===== src/rtl/param_fifo.sv =====
`timescale 1ns / 1ps
`default_nettype none
// ============================================================================
//  Module   : param_fifo
//  Brief    : Single-clock parameterised FIFO. It has wrap-bit pointers, a
//             runtime almost-full threshold, a synchronous flush and sticky
//             overflow/underflow flags.
//  Build    : PARAM_FIFO_FWFT_EN -- when defined, data_out shows the head
//             word combinationally (show-ahead). When undefined (default),
//             data_out is a register that loads on each accepted read.
//  Revision : 1.0  initial release
// ============================================================================
module param_fifo #(
  parameter int DATA_W = 8,
  parameter int ADDR_W = 5
) (
  input  logic              clk,
  input  logic              rst,
  input  logic              clr,
  input  logic              wr,
  input  logic [DATA_W-1:0] data_in,
  input  logic              rd,
  output logic [DATA_W-1:0] data_out,
  input  logic [ADDR_W:0]   thresh,
  input  logic              err_clr,
  output logic              full,
  output logic              empty,
  output logic              almost_full,
  output logic [ADDR_W:0]   count,
  output logic              overflow,
  output logic              underflow
);

  localparam int              DEPTH     = 1 << ADDR_W;
  localparam logic [ADDR_W:0] C_DEPTH   = (ADDR_W + 1)'(DEPTH);
  localparam logic [ADDR_W:0] C_PTR_ONE = {{ADDR_W{1'b0}}, 1'b1};

  // Storage and pointer state. Each pointer carries one extra wrap bit, so
  // the pointers are equal when the FIFO is empty and differ by DEPTH when
  // it is full.
  logic [DATA_W-1:0] r_mem [DEPTH];
  logic [ADDR_W:0]   r_wptr;
  logic [ADDR_W:0]   r_rptr;
  logic              r_overflow;
  logic              r_underflow;

  logic [ADDR_W:0]   w_count;
  logic              w_full;
  logic              w_empty;
  logic              w_we;
  logic              w_re;
  logic              w_ovf_set;
  logic              w_unf_set;
  logic [ADDR_W-1:0] w_waddr;
  logic [ADDR_W-1:0] w_raddr;

  // Occupancy and status flags come straight from the registered pointers.
  // Modular subtraction gives the correct count across pointer wrap.
  always_comb begin
    w_count = r_wptr - r_rptr;
    w_full  = (w_count == C_DEPTH);
    w_empty = (w_count == '0);
  end

  assign count       = w_count;
  assign full        = w_full;
  assign empty       = w_empty;
  // thresh = 0 keeps this flag high, and thresh > DEPTH keeps it low.
  assign almost_full = (w_count >= thresh);
  assign overflow    = r_overflow;
  assign underflow   = r_underflow;

  assign w_waddr = r_wptr[ADDR_W-1:0];
  assign w_raddr = r_rptr[ADDR_W-1:0];

  // Transfer acceptance. A write into a full FIFO is allowed when a read
  // pops in the same cycle. A flush overrides both transfers, so nothing
  // moves (not even the memory) in a flush cycle.
  always_comb begin
    w_we = wr & (~w_full | rd) & ~clr;
    w_re = rd & ~w_empty & ~clr;
  end

  // Error set conditions. A read from empty is flagged even when a write in
  // the same cycle is accepted.
  always_comb begin
    w_ovf_set = wr & w_full & ~rd;
    w_unf_set = rd & w_empty;
  end

  // Pointer update: reset and flush return both pointers to zero, so the
  // next accepted write lands at address 0.
  always_ff @(posedge clk or posedge rst) begin
    if (rst) begin
      r_wptr <= '0;
      r_rptr <= '0;
    end else if (clr) begin
      r_wptr <= '0;
      r_rptr <= '0;
    end else begin
      if (w_we) begin
        r_wptr <= r_wptr + C_PTR_ONE;
      end
      if (w_re) begin
        r_rptr <= r_rptr + C_PTR_ONE;
      end
    end
  end

  // Sticky error flags. A new set event beats err_clr in the same cycle.
  always_ff @(posedge clk or posedge rst) begin
    if (rst) begin
      r_overflow  <= 1'b0;
      r_underflow <= 1'b0;
    end else if (clr) begin
      r_overflow  <= 1'b0;
      r_underflow <= 1'b0;
    end else begin
      if (w_ovf_set) begin
        r_overflow <= 1'b1;
      end else if (err_clr) begin
        r_overflow <= 1'b0;
      end
      if (w_unf_set) begin
        r_underflow <= 1'b1;
      end else if (err_clr) begin
        r_underflow <= 1'b0;
      end
    end
  end

  // Memory write port. It has no reset, so it can map onto RAM resources.
  always_ff @(posedge clk) begin
    if (w_we) begin
      r_mem[w_waddr] <= data_in;
    end
  end

`ifdef PARAM_FIFO_FWFT_EN
  // Show-ahead: the head word is visible whenever the FIFO is not empty.
  assign data_out = r_mem[w_raddr];
`else
  logic [DATA_W-1:0] r_data_out;

  // Registered read data: loads on an accepted pop and holds otherwise.
  // A flush does not disturb it.
  always_ff @(posedge clk or posedge rst) begin
    if (rst) begin
      r_data_out <= '0;
    end else if (w_re) begin
      r_data_out <= r_mem[w_raddr];
    end
  end

  assign data_out = r_data_out;
`endif

endmodule
`default_nettype wire


===== config.mk =====
export PLATFORM = sky130hd
export DESIGN_NAME = param_fifo
export DESIGN_NICKNAME = d
export VERILOG_FILES = /design/src/rtl/param_fifo.sv
export SDC_FILE = /design/constraint.sdc
export NUM_CORES = 1
export LEC_CHECK = 0
export ABC_AREA = 1
export CAP_MARGIN = 10
export CORE_ASPECT_RATIO = 1.75
export CORE_MARGIN = 10
export CORE_UTILIZATION = 60
export CTS_BUF_LIST = sky130_fd_sc_hd__clkbuf_8
export CTS_CLUSTER_SIZE = 14
export DETAILED_ROUTE_END_ITERATION = 6
export DONT_BUFFER_PORTS = 1
export PLACE_DENSITY = 0.79
export RECOVER_POWER = 25
export SLEW_MARGIN = 20
export SYNTH_ARGS = -nofsm -noshare
export SYNTH_HDL_FRONTEND = slang
export SYNTH_SLANG_ARGS = --single-unit

===== constraint.sdc =====
create_clock -name clk -period 2.7 [get_ports clk]
set_input_delay 0.27 -clock clk [delete_from_list [all_inputs] [get_ports clk]]
set_output_delay 0.27 -clock clk [all_outputs]
set_load 0.03 [all_outputs]

### After elaboration in Yosys (flattened, before gate mapping)

Memories as Yosys holds them, arrays and structs flattened. A register that Yosys moved wholly into a read port is not among the register bits.
Cells that the tools add are included.

| storage, ports and cells | value |
|---|---|
| flip-flop bits (word level) | 14 |
| memories kept | 1 |
| bits of input ports | 20 |
| bits in writable memories | 256 |
| output and inout bits | 19 |
| logic and storage cells | 38 |

Memories:

| memory | depth | bits a word | read ports | clocked after Yosys merged registers in | write ports | line | source |
|---|---|---|---|---|---|---|---|
| r_mem | 32 | 8 | 1 | 1 | 1 | 41 | `logic [DATA_W-1:0] r_mem [DEPTH];` |

| operators by class | value |
|---|---|
| multiplexer cells | 11 |
| bitwise logic cells | 12 |
| order comparisons | 1 |
| equal/unequal tests | 1 |
| reduce and logical (&&, ||, !) cells | 5 |
| add/subtract/negate cells | 3 |

Operators by type and width:

| operator | count |
|---|---|
| $mux W6 | 4 |
| $add A6 B1 Y6 const B | 2 |
| $and A1 B1 Y1 | 7 |
| $mux W1 | 7 |
| $eq A6 B6 Y1 const B | 1 |
| $ge A6 B6 Y1 | 1 |
| $logic_not A6 Y1 | 1 |
| $reduce_bool A3 Y1 | 2 |
| $sub A6 B6 Y6 | 1 |
| $not A1 Y1 | 4 |
| $reduce_bool A2 Y1 | 2 |
| $or A1 B1 Y1 | 1 |

### Longest topological paths before layout

Gate-level depths: netlist of the first run.

| depth | value |
|---|---|
| depth after elaboration | 8 |
| depth in mapped cells | 15 |
| gate-level depth less buffers | 14 |

### Least setup slack after synthesis of the first run

OpenSTA, ideal clock, no wires.

| path | value |
|---|---|
| kind | register to register |
| start | register r_rptr[4] |
| end | memory r_mem[28][0], enable pin |
| library setup time | 0.370 ns |
| arrival | 2.690 ns |
| path slack | -0.360 ns |
| period minus slack after synthesis | 3.060 ns |
| data required time | 2.330 ns |
| path buffers | 3 |
| stages on the path, launching flop included | 13 |
| cells stage by stage | dfrtp_1 clkbuf_1 inv_1 clkbuf_1 ha_1 a21oi_1 nand3_2 nand2_1 nand2_1 nand3_4 nand3_4 buf_6 nor2_1 |

| on the way | value |
|---|---|
| cells in the longest elaborated chain, start to end | 8 |

Ends and longest elaborated chain:

| item | line | source |
|---|---|---|
| start: declaration | 43 | `logic [ADDR_W:0] r_rptr;` |
| start signal: assignment | 105 | `r_rptr <= r_rptr + C_PTR_ONE;` |
| $sub A6 B6 Y6 | 60 | `w_count = r_wptr - r_rptr;` |
| net count[5] | 29 | `output logic [ADDR_W:0] count,` |
| $eq A6 B6 Y1 | 61 | `w_full = (w_count == C_DEPTH);` |
| $not A1 Y1 | 80 | `w_we = wr & (~w_full \| rd) & ~clr;` |
| $or A1 B1 Y1 | 80 |  |
| $and A1 B1 Y1 (2 in a row) | 80 |  |
| $mux W1 | 134 | `if (w_we) begin` |
| $mux W1 (implied by the code) | 135 | `r_mem[w_waddr] <= data_in;` |
| end: declaration | 41 |  |

The timed path passes the listed nets, and every way through them passes these cells.

### Worst setup path in the final report of the first run

| path | value |
|---|---|
| start | register r_rptr[0] |
| end | output almost_full |

| on the way | value |
|---|---|
| cells in the longest elaborated chain, start to end | 2 |

Ends and longest elaborated chain:

| item | line | source |
|---|---|---|
| $sub A6 B6 Y6 | 60 |  |
| $ge A6 B6 Y1 | 69 | `assign almost_full = (w_count >= thresh);` |
| end: declaration | 28 | `output logic almost_full,` |

Every way passes these cells.

==> results of run 1 <==
through the flow:
step	power, mW	instances	setup TNS [ns]	hold WS (ns)
final	11.7	1453	-0.478	0.0250
after detailed placement	8.19	1365	-1.39	0.237
after global placement	8.14	1365	0	0.237
after global routing	12.2	1453	-5.58	0.0562
after floorplan	7.31	1142	0	0.259
after CTS	11.4	1444	-0.505	0.0245
cell families (layout without fill, tap and decap cells):
logic type      count (synthesis)  count (layout)
compound gates                118             118
xor+xnor                        6               6
fa+ha+maj                      16              16
buf+inv                       111             177
flops                         278             278
simple gates                  613             613
cell usage after synthesis (13+ instances only):
cell type,count,share of area
edfxtp_1,256,0.63
o21ai_0,81,0.033
nand3_1,109,0.045
o21ai_1,13,0.0053
nand4_1,14,0.0072
nand2_1,266,0.082
inv_1,45,0.014
dfrtp_1,22,0.045
a21oi_1,22,0.0091
ha_1,15,0.015
clkbuf_1,16,0.0049
buf_2,28,0.012
nor2_1,208,0.064
power breakdown:
group	internal, mW	switching, mW
Sequential	4.81	0.196
Combinational	1.09	2.44
Clock	1.60	1.52
Total	7.50	4.15
cell type report:
cell class | count | area, sq um | share of cell area
Sequential cell | 278 | 8240 | 0.600
Multi-Input combinational cell | 753 | 3720 | 0.271
Clock buffer | 41 | 564 | 0.0411
Timing Repair Buffer | 62 | 544 | 0.0396
Tap cell | 245 | 307 | 0.0223
Inverter | 50 | 193 | 0.0140
Clock inverter | 24 | 165 | 0.0120
registers in the layout, summed over array words and instances, names as in the netlist:
signal / count
data_out: 8
overflow: 1
r_mem: 256
r_rptr: 6
r_wptr: 6
underflow: 1
tightest hold or removal path: stages:
cell and delay [ns]:
inv_1 0.05, nand4_1 0.11, a21oi_1 0.07
layer usage:
layer,vias to the layer above,wire length (um),GRT usage
met5,-,0,0
li1,3977,-,-
met4,0,1780,0.139
met1,4004,10600,0.245
met2,507,16700,0.407
met3,129,2640,0.0361
path summary, 6_finish.rpt:
check,start,endpoint,slack (ns),depth (start not counted)
max,r_rptr[0],almost_full,-0.25,13
min,rd,overflow,0.03,3
max reg2reg,r_rptr[0],r_mem[9][7],0.02,13
min reg2reg,r_wptr[1],r_wptr[1],0.54,2
max in group asynchronous,rst,r_rptr[1],1.89,3
min in group asynchronous,rst,r_wptr[3],0.21,2
repair_timing:
action / in CTS / in global routing
endpoints found under the setup margin: 35 / 60
cloned: 0 / 2
hold buffers: 14 / 1
pin swaps: 1 / 7
resized for setup: 10 / 45
setup buffers: 0 / 7
hold endpoints to repair: 281 / 3
==> metrics, run 1 <==
Place WS=-0.0711 ns; Tot GR Track Use=0.229; Top FF cell, synth=edfxtp_1; most frequent cells in the layout=260 x nand2_1, 256 x edfxtp_1, 177 x nor2_1; post-DP HPWL=19300 um; worst path buffer plus inverter count=1; startpoint types=flop; CTS tree=done; synth unique cells=31; Worst Path Arrival=2.68 ns; Max VDD drop=774 uV; outcome=finished with violations; post-synthesis mux area share=0; Pleak=5.13 nW; syn nets=1178; sequential area share after synthesis=0.677; via density per instance=5.93; via count=8617; Post-Syn Instances=1142; Avg Cell Area, Syn=10.7 sq um; gr ovfl total=0; WL per Instance=21.8 um; endpoints failing setup=3; crit-path cells=ha_4 -> fa_2 -> inv_2 -> nand2_1 -> and2_1 -> ha_1 -> a21boi_1 -> o21ai_1 -> nand2_1 -> nand2_1 -> nand2_1 -> nand2_2 -> nand2_4; die area=0.0266 sq mm; vias in the first global route=8589; Post-DP Area=0.0126 sq mm; Area Overhead vs Synth=12.9%; clock-pin transition on the worst setup and hold timing paths=0.06 ns; Max-cap violations=8; final setup skew=0.0369 ns; design area=0.0137 sq mm; CTS buffer count=37; Worst-Margin Slew=1.97 ns; Top Ports=39; worst skew pair latency=0.56 ns; power per cell area=848 mW/mm^2; pin count of the biggest net entering global routing=72; Initial Utilization=0.614; EDFF count, synth=256; Clock Path Buffers=3; first-pass GRT wire length=46800 um; final hold vios=0; total routed wirelength=31700 um; Die Width=128 um; Final Net Count=1218; endpoint class of the critical path=primary output; final worst path period share=1.09; Worst Slack Setup Final=-0.246 ns; Yosys warnings=0; last weighted congestion value of the routability-driven placer=0.926; fill count=1388; Routed Antenna Nets=0; cell area after synthesis=0.0122 sq mm; WP data required=2.43 ns; post-route DRC violation count=0; crit path time final=2.95 ns; worst-path fanout max=2; Die Ht=208 um; Initial DRC Count=1040; CP max stage cell=dfrtp_4; FMAX=339 MHz; H-tree levels=2; adder-cell share of the synthesized area=0.0171; failing checks=max-capacitance violations, max-slew violations, negative setup slack; WS Path Type=reg2out; clock sink count=278; layout cells sized above 1=0.136; port bufs=0; complex-gate fraction of the synthesized area=0.0490; First-pass DRT Iterations=7; Slew Viols, Final=264; number of synthesized register bits=278; CTS root buffer=clkbuf_8; final core occ=0.693; Worst path max stage delay=0.48 ns; main combinational cell family by area after synthesis=simple AND/OR/NAND/NOR gates; antenna violations before repair=0; Core Box Area=0.0198 sq mm; CP top delay family=adder cells; # rows=68; setup repair after global routing missed its margin=yes; Simple-Gate Fraction of Synth Area=0.210; share of flip-flops with an asynchronous set or reset=0.0791; slew margin rel.=-0.311; # diodes=0; Hold Path Class=in2reg; commonest non-fill, non-tap cell in the layout=nand2_1; most frequent CP cell=nand2_1; xor-xnor portion of the synthesized cell area=0.00432
No activity file was read; power rests on OpenSTA's default activity.
==> inputs of run 2 (changes only) <==
--- a/constraint.sdc
+++ b/constraint.sdc
@@ -3,2 +3,2 @@
 set_output_delay 0.27 -clock clk [all_outputs]
-set_load 0.03 [all_outputs]
+set_load 0.05 [all_outputs]
==> run 2 against run 1 <==
The run ends with design-rule violations, max-capacitance violations, max-slew violations, negative setup slack left; count of clock-buffer cells in the layout fell by 2; flip-flop and latch count unchanged; critical path depth unchanged.
==> metrics, run 2 (synthesis results as in run 1) <==
outcome=finished with violations; failing checks=design-rule violations, max-capacitance violations, max-slew violations, negative setup slack; final worst path period share=1.12 (+0.0260); Initial Utilization=0.614 (unchanged); Area Overhead vs Synth=14.0%; WP data required=2.43 ns (about the same); endpoints failing setup=233 (+230); WL per Instance=21.2 um (-2.5%); Worst-Margin Slew=1.96 ns (-0.00636 ns); Worst Slack Setup Final=-0.316 ns (-0.0701 ns); Total Power=12.0 mW (+2.8%); Slew Viols, Final=264 (unchanged); slew margin rel.=-0.307 (+0.00424); endpoint class of the critical path=primary output; First-pass DRT Iterations=7 (unchanged); layout cells sized above 1=0.143 (+0.00710); worst skew pair latency=0.54 ns (-0.02 ns); clock sink count=278 (unchanged); CTS root buffer=clkbuf_8; antenna violations before repair=0 (unchanged); Worst Path Arrival=2.75 ns (+0.07 ns); Top Ports=39 (unchanged); Clock Path Buffers=3 (unchanged); reg2reg end=r_mem[9][5]; Final Net Count=1226 (+0.66%); via count=8624 (+0.081%); final hold vios=0 (unchanged); fill count=1307 (-5.8%); # diodes=0 (unchanged); # rows=68 (unchanged); post-route DRC violation count=1 (+1); FF-to-FF path depth=14 (+1); CTS tree=done; final setup TNS=-20.34 ns (-19.86 ns); Max-cap violations=8 (unchanged); first-pass GRT wire length=47400 um (+1.4%); Die Ht=208 um (unchanged); H-tree levels=2 (unchanged); post-DP HPWL=19300 um (-0.23%); power per cell area=864 mW/mm^2 (+1.9%); setup repair after global routing missed its margin=yes; WHS Endpoint=overflow; WS Path Type=reg2out; via density per instance=5.89 (-0.60%); flop-to-flop setup slack=-0.13 ns (-0.15 ns); worst-path fanout max=3 (+1); Die Width=128 um (unchanged); pin count of the biggest net entering global routing=134 (+86%); commonest non-fill, non-tap cell in the layout=nand2_1; final core occ=0.700 (+0.00650); max reg flops=256 (unchanged); most frequent cells in the layout=258 x nand2_1, 256 x edfxtp_1, 177 x nor2_1; Max VDD drop=963 uV (+24%); die area=0.0266 sq mm (unchanged); Place WS=-0.0664 ns (+0.00471 ns); Tot GR Track Use=0.230 (+0.00135); vias in the first global route=8771 (+2.1%); CTS buffer count=38 (+2.7%); Reg with most FFs=r_mem; startpoint types=flop; min-delay src=rd; total routed wirelength=31100 um (-1.8%); Pleak=5.19 nW (+1.1%); crit path time final=3.02 ns (+0.0701 ns); worst reg2reg startpoint=r_rptr[0]; Core Box Area=0.0198 sq mm (unchanged); Initial DRC Count=969 (-6.8%); hold path cells=3 (unchanged); clock-pin transition on the worst setup and hold timing paths=0.07 ns (about the same); last weighted congestion value of the routability-driven placer=0.937 (+1.2%); port bufs=0 (unchanged); FMAX=332 MHz (-2.3%); final setup skew=0.0144 ns (-0.0225 ns); Hold Path Class=in2reg; gr ovfl total=0 (unchanged); Routed Antenna Nets=0 (unchanged)
==> run 2: cell count changes in the layout (fill, tap and decap cells not counted), moves of 2 or more <==
cell	delta
inv_1	+4
clkinvlp_4	-3
clkinv_2	-3
clkinv_1	+6
nand2_1	-2
buf_12	+4
buf_8	+3
ha_4	+2
clkbuf_16	-2
clkbuf_8	-2
ha_1	-2
nand3_2	+2
nand3_1	-2
buf_6	+3
==> run 2: metrics by stage <==
| step | instances | area [sq um] | hold WS (ns) |
|---|---|---|---|
| after floorplan | 1142 | 12300 | 0.259 |
| after global placement | 1367 | 12700 | 0.263 |
| after detailed placement | 1367 | 12700 | 0.273 |
| after CTS | 1456 | 13800 | 0.00284 |
| after global routing | 1463 | 13900 | 0.0326 |
| final | 1463 | 13900 | 0.0123 |
==> run 2: layer usage <==
metal / global-route usage / wire length (um) / part of all wire / up-vias
li1: - / - / - / 3993
met1: 0.250 / 10700 / 0.35 / 4062
met2: 0.405 / 16300 / 0.52 / 472
met3: 0.0481 / 2600 / 0.084 / 97
met4: 0.125 / 1440 / 0.046 / 0
met5: 0 / 0 / 0 / -
==> run 2: area by class of cell <==
class,instances,area [sq um],area share
clock buffer,39,537,0.0387
tap,245,307,0.0221
inverter,50,196,0.0142
multi-input combinational,753,3790,0.273
timing repair buffer,69,646,0.0466
sequential,278,8240,0.594
clock inverter,29,146,0.0106
==> run 2: how the worst max path moves through the flow <==
stage | startpoint | end | slack (ns) | cells past startpoint
floorplan | r_rptr[1] | r_mem[10][0] | 0.004 | 12
global placement | r_rptr[0] | r_mem[28][4] | -0.02 | 12
detailed placement | r_rptr[0] | r_mem[1][5] | -0.07 | 11
CTS | r_rptr[0] | almost_full | -0.38 | 12
global route | r_rptr[0] | almost_full | -0.42 | 12
finish | r_rptr[0] | almost_full | -0.32 | 13
==> run 2: critical path, cell delays in order, from the launching register on <==
cell and delay [ns]:
dfrtp_4 0.49, ha_4 0.17, fa_2 0.35, inv_2 0.08
nand3_1 0.08, nand2_1 0.07, nand2_1 0.08, nand2_4 0.10
buf_6 0.18, ha_1 0.25, nand2_1 0.09, nand2_1 0.07
nand2_2 0.07, nand2_4 0.11
==> run 2: power by group <==
part	leakage (nW)	switching, mW	internal (mW)
Clock	0.394	1.48	1.44
Combinational	2.21	2.67	1.29
Sequential	2.59	0.300	4.81
==> run 2: repair_timing <==
item                                    4_1_cts  5_1_grt
hold buffers                                 13        1
pin swaps                                    15       18
hold endpoints to repair                    281        6
endpoints found under the setup margin      219      241
gates resized for setup                      53       21
buffers inserted                              8        6
==> inputs of run 3 (changes only) <==
Settings changed: SETUP_SLACK_MARGIN set to 0.05.
==> run 3 against run 2 <==
The flow finishes with violations (negative hold slack, max-capacitance violations, max-slew violations, negative setup slack); die area unchanged; total power is 3.6% higher; worst hold slack lost 0.030 ns; core utilization rose by 1.2 points; routed wire length rose by 5.7%; global-route usage grew 0.24 points; via count up 4.4%; clock skew grew 0.035 ns; critical path type unchanged.
==> metrics, run 3 (synthesis results as in run 1) <==
Die Ht=208 um (unchanged); Die Width=128 um (unchanged); Final Hold Slack=-0.0181 ns (-0.0304 ns); failing checks=negative hold slack, max-capacitance violations, max-slew violations, negative setup slack; Core Box Area=0.0198 sq mm (unchanged); # rows=68 (unchanged); layout cells sized above 1=0.168 (+0.0253); pin count of the biggest net entering global routing=72 (-46%); Initial Utilization=0.614 (unchanged); Worst path max stage delay=0.54 ns (+0.05 ns); WS Path Type=reg2out; Area Overhead vs Synth=16.0%; FF-to-FF path depth=16 (+2); CP startpoint=r_rptr[0]; design area=0.0141 sq mm (+1.8%); CTS tree=done; commonest non-fill, non-tap cell in the layout=edfxtp_1; placed cell count=1367 (unchanged); outcome=finished with violations; max reg flops=256 (unchanged); antenna violations before repair=0 (unchanged); logic depth of the worst path, buffers included=14 (+1); reg2reg end=r_mem[14][0]; final cell count without fillers=1464 (+0.068%); setup repair after global routing missed its margin=yes; H-tree levels=2 (unchanged); first-pass GRT wire length=48200 um (+1.6%); FMAX=318 MHz (-4.2%); flop-to-flop setup slack=-0.29 ns (-0.16 ns); Top Ports=39 (unchanged); startpoint types=flop; CP endpoint=empty; worst-path fanout max=2 (-1); final worst path period share=1.17 (+0.0494); CTS buffer count=38 (unchanged); Slew Viols, Final=264 (unchanged); via count=9002 (+4.4%); gr ovfl total=0 (unchanged); Initial DRC Count=1175 (+21%); Pleak=5.22 nW (+0.57%); Routed Antenna Nets=0 (unchanged); fill count=1335 (+2.1%); Max-cap violations=8 (unchanged); clock sink count=278 (unchanged); CP top delay family=adder cells; # diodes=0 (unchanged); die area=0.0266 sq mm (unchanged); final hold vios=4 (+4); CTS root buffer=clkbuf_8; Worst-Margin Slew=2.10 ns (+0.141 ns); crit path time final=3.15 ns (+0.133 ns); post-DP HPWL=19700 um (+1.8%); Place WS=-0.100 ns (-0.0340 ns); vias in the first global route=8871 (+1.1%); post-route DRC violation count=0 (-1); endpoints failing setup=267 (+15%); endpoint class of the critical path=primary output; worst reg2reg startpoint=r_rptr[0]; WL per Instance=22.4 um (+5.6%); Reg with most FFs=r_mem; via density per instance=6.15 (+4.3%); worst skew pair latency=0.54 ns (about the same); Final Net Count=1228 (+0.16%); final setup TNS=-56.96 ns (-36.63 ns); Worst Path Arrival=2.88 ns (+0.13 ns); clock-pin transition on the worst setup and hold timing paths=0.07 ns (about the same); last weighted congestion value of the routability-driven placer=0.909 (-3.0%); First-pass DRT Iterations=7 (unchanged); total routed wirelength=32800 um (+5.7%); Post-DP Area=0.0127 sq mm (+0.54%); final setup skew=0.0493 ns (+0.0349 ns); final core occ=0.712 (+0.0122); power per cell area=880 mW/mm^2 (+1.9%); CP max stage cell=fa_2; Max VDD drop=609 uV (-37%); most frequent cells in the layout=256 x edfxtp_1, 249 x nand2_1, 177 x nor2_1; worst path buffer plus inverter count=7 (+5); port bufs=0 (unchanged); Clock Path Buffers=3 (unchanged); Hold Path Class=in2reg; WP data required=2.43 ns (about the same); crit-path cells=ha_4 -> fa_2 -> buf_4 -> buf_6 -> buf_6 -> buf_6 -> nand2_2 -> a21oi_2 -> nand3_2 -> nor2_4 -> buf_6 -> nand2_8 -> inv_4 -> buf_12; most frequent CP cell=buf_6; slew margin rel.=-0.401 (-0.0943); Tot GR Track Use=0.232 (+0.00240); Worst Slack Setup Final=-0.449 ns (-0.133 ns)
run 3: cell type report:
| type | count | area, sq um | share of cell area |
|---|---|---|---|
| clock buffer | 38 | 523 | 0.0371 |
| clock inverter | 29 | 213 | 0.0151 |
| inverter | 50 | 199 | 0.0141 |
| multi-input combinational | 757 | 3990 | 0.283 |
| sequential | 278 | 8240 | 0.584 |
| tap | 245 | 307 | 0.0217 |
| timing repair buffer | 67 | 636 | 0.0450 |
run 3: where the power goes:
group / leakage, nW / switching, mW / internal, mW
clock: 0.392 / 1.54 / 1.62
sequential: 2.59 / 0.304 / 4.81
combinational: 2.24 / 2.79 / 1.36
run 3: tightest hold or removal path, stage by stage:
cell     delay [ns]
nand3_4        0.10
nand2_2        0.06
o21ai_2        0.05
run 3: timing repair:
item                                    CTS  global route
setup buffers                             6             6
resized for setup                        50            44
endpoints found under the setup margin   59           263
cloned                                    1             3
hold buffers                             13             1
pin swaps                                10            19
hold endpoints to repair                290             8
run 3: worst min path at each step:
stage / start / to / slack (ns) / cells after the start
6_report: rd / data_out[7] / -0.02 / 3
3_3_place_gp: clr / overflow / 0.33 / 1
4_1_cts: rd / data_out[7] / 0.05 / 2
2_1_floorplan: rst / data_out[0] / 0.26 / 1
3_5_place_dp: clr / underflow / 0.34 / 1
5_1_grt: rd / r_rptr[1] / -0.003 / 2
run 3: routing by layer:
metal,vias to the layer above,global-route usage,share of wire
met5,-,0,0
met1,4241,0.256,0.34
met4,0,0.138,0.065
met3,162,0.0328,0.080
met2,590,0.411,0.52
li1,4009,-,-
run 3: per-stage QoR:
step | total power [mW] | hold WS [ns]
2_1_floorplan | 7.66 | 0.259
6_report | 12.4 | -0.0181
3_5_place_dp | 8.62 | 0.339
5_1_grt | 13.0 | -0.00337
4_1_cts | 12.0 | 0.0539
3_3_place_gp | 8.57 | 0.334
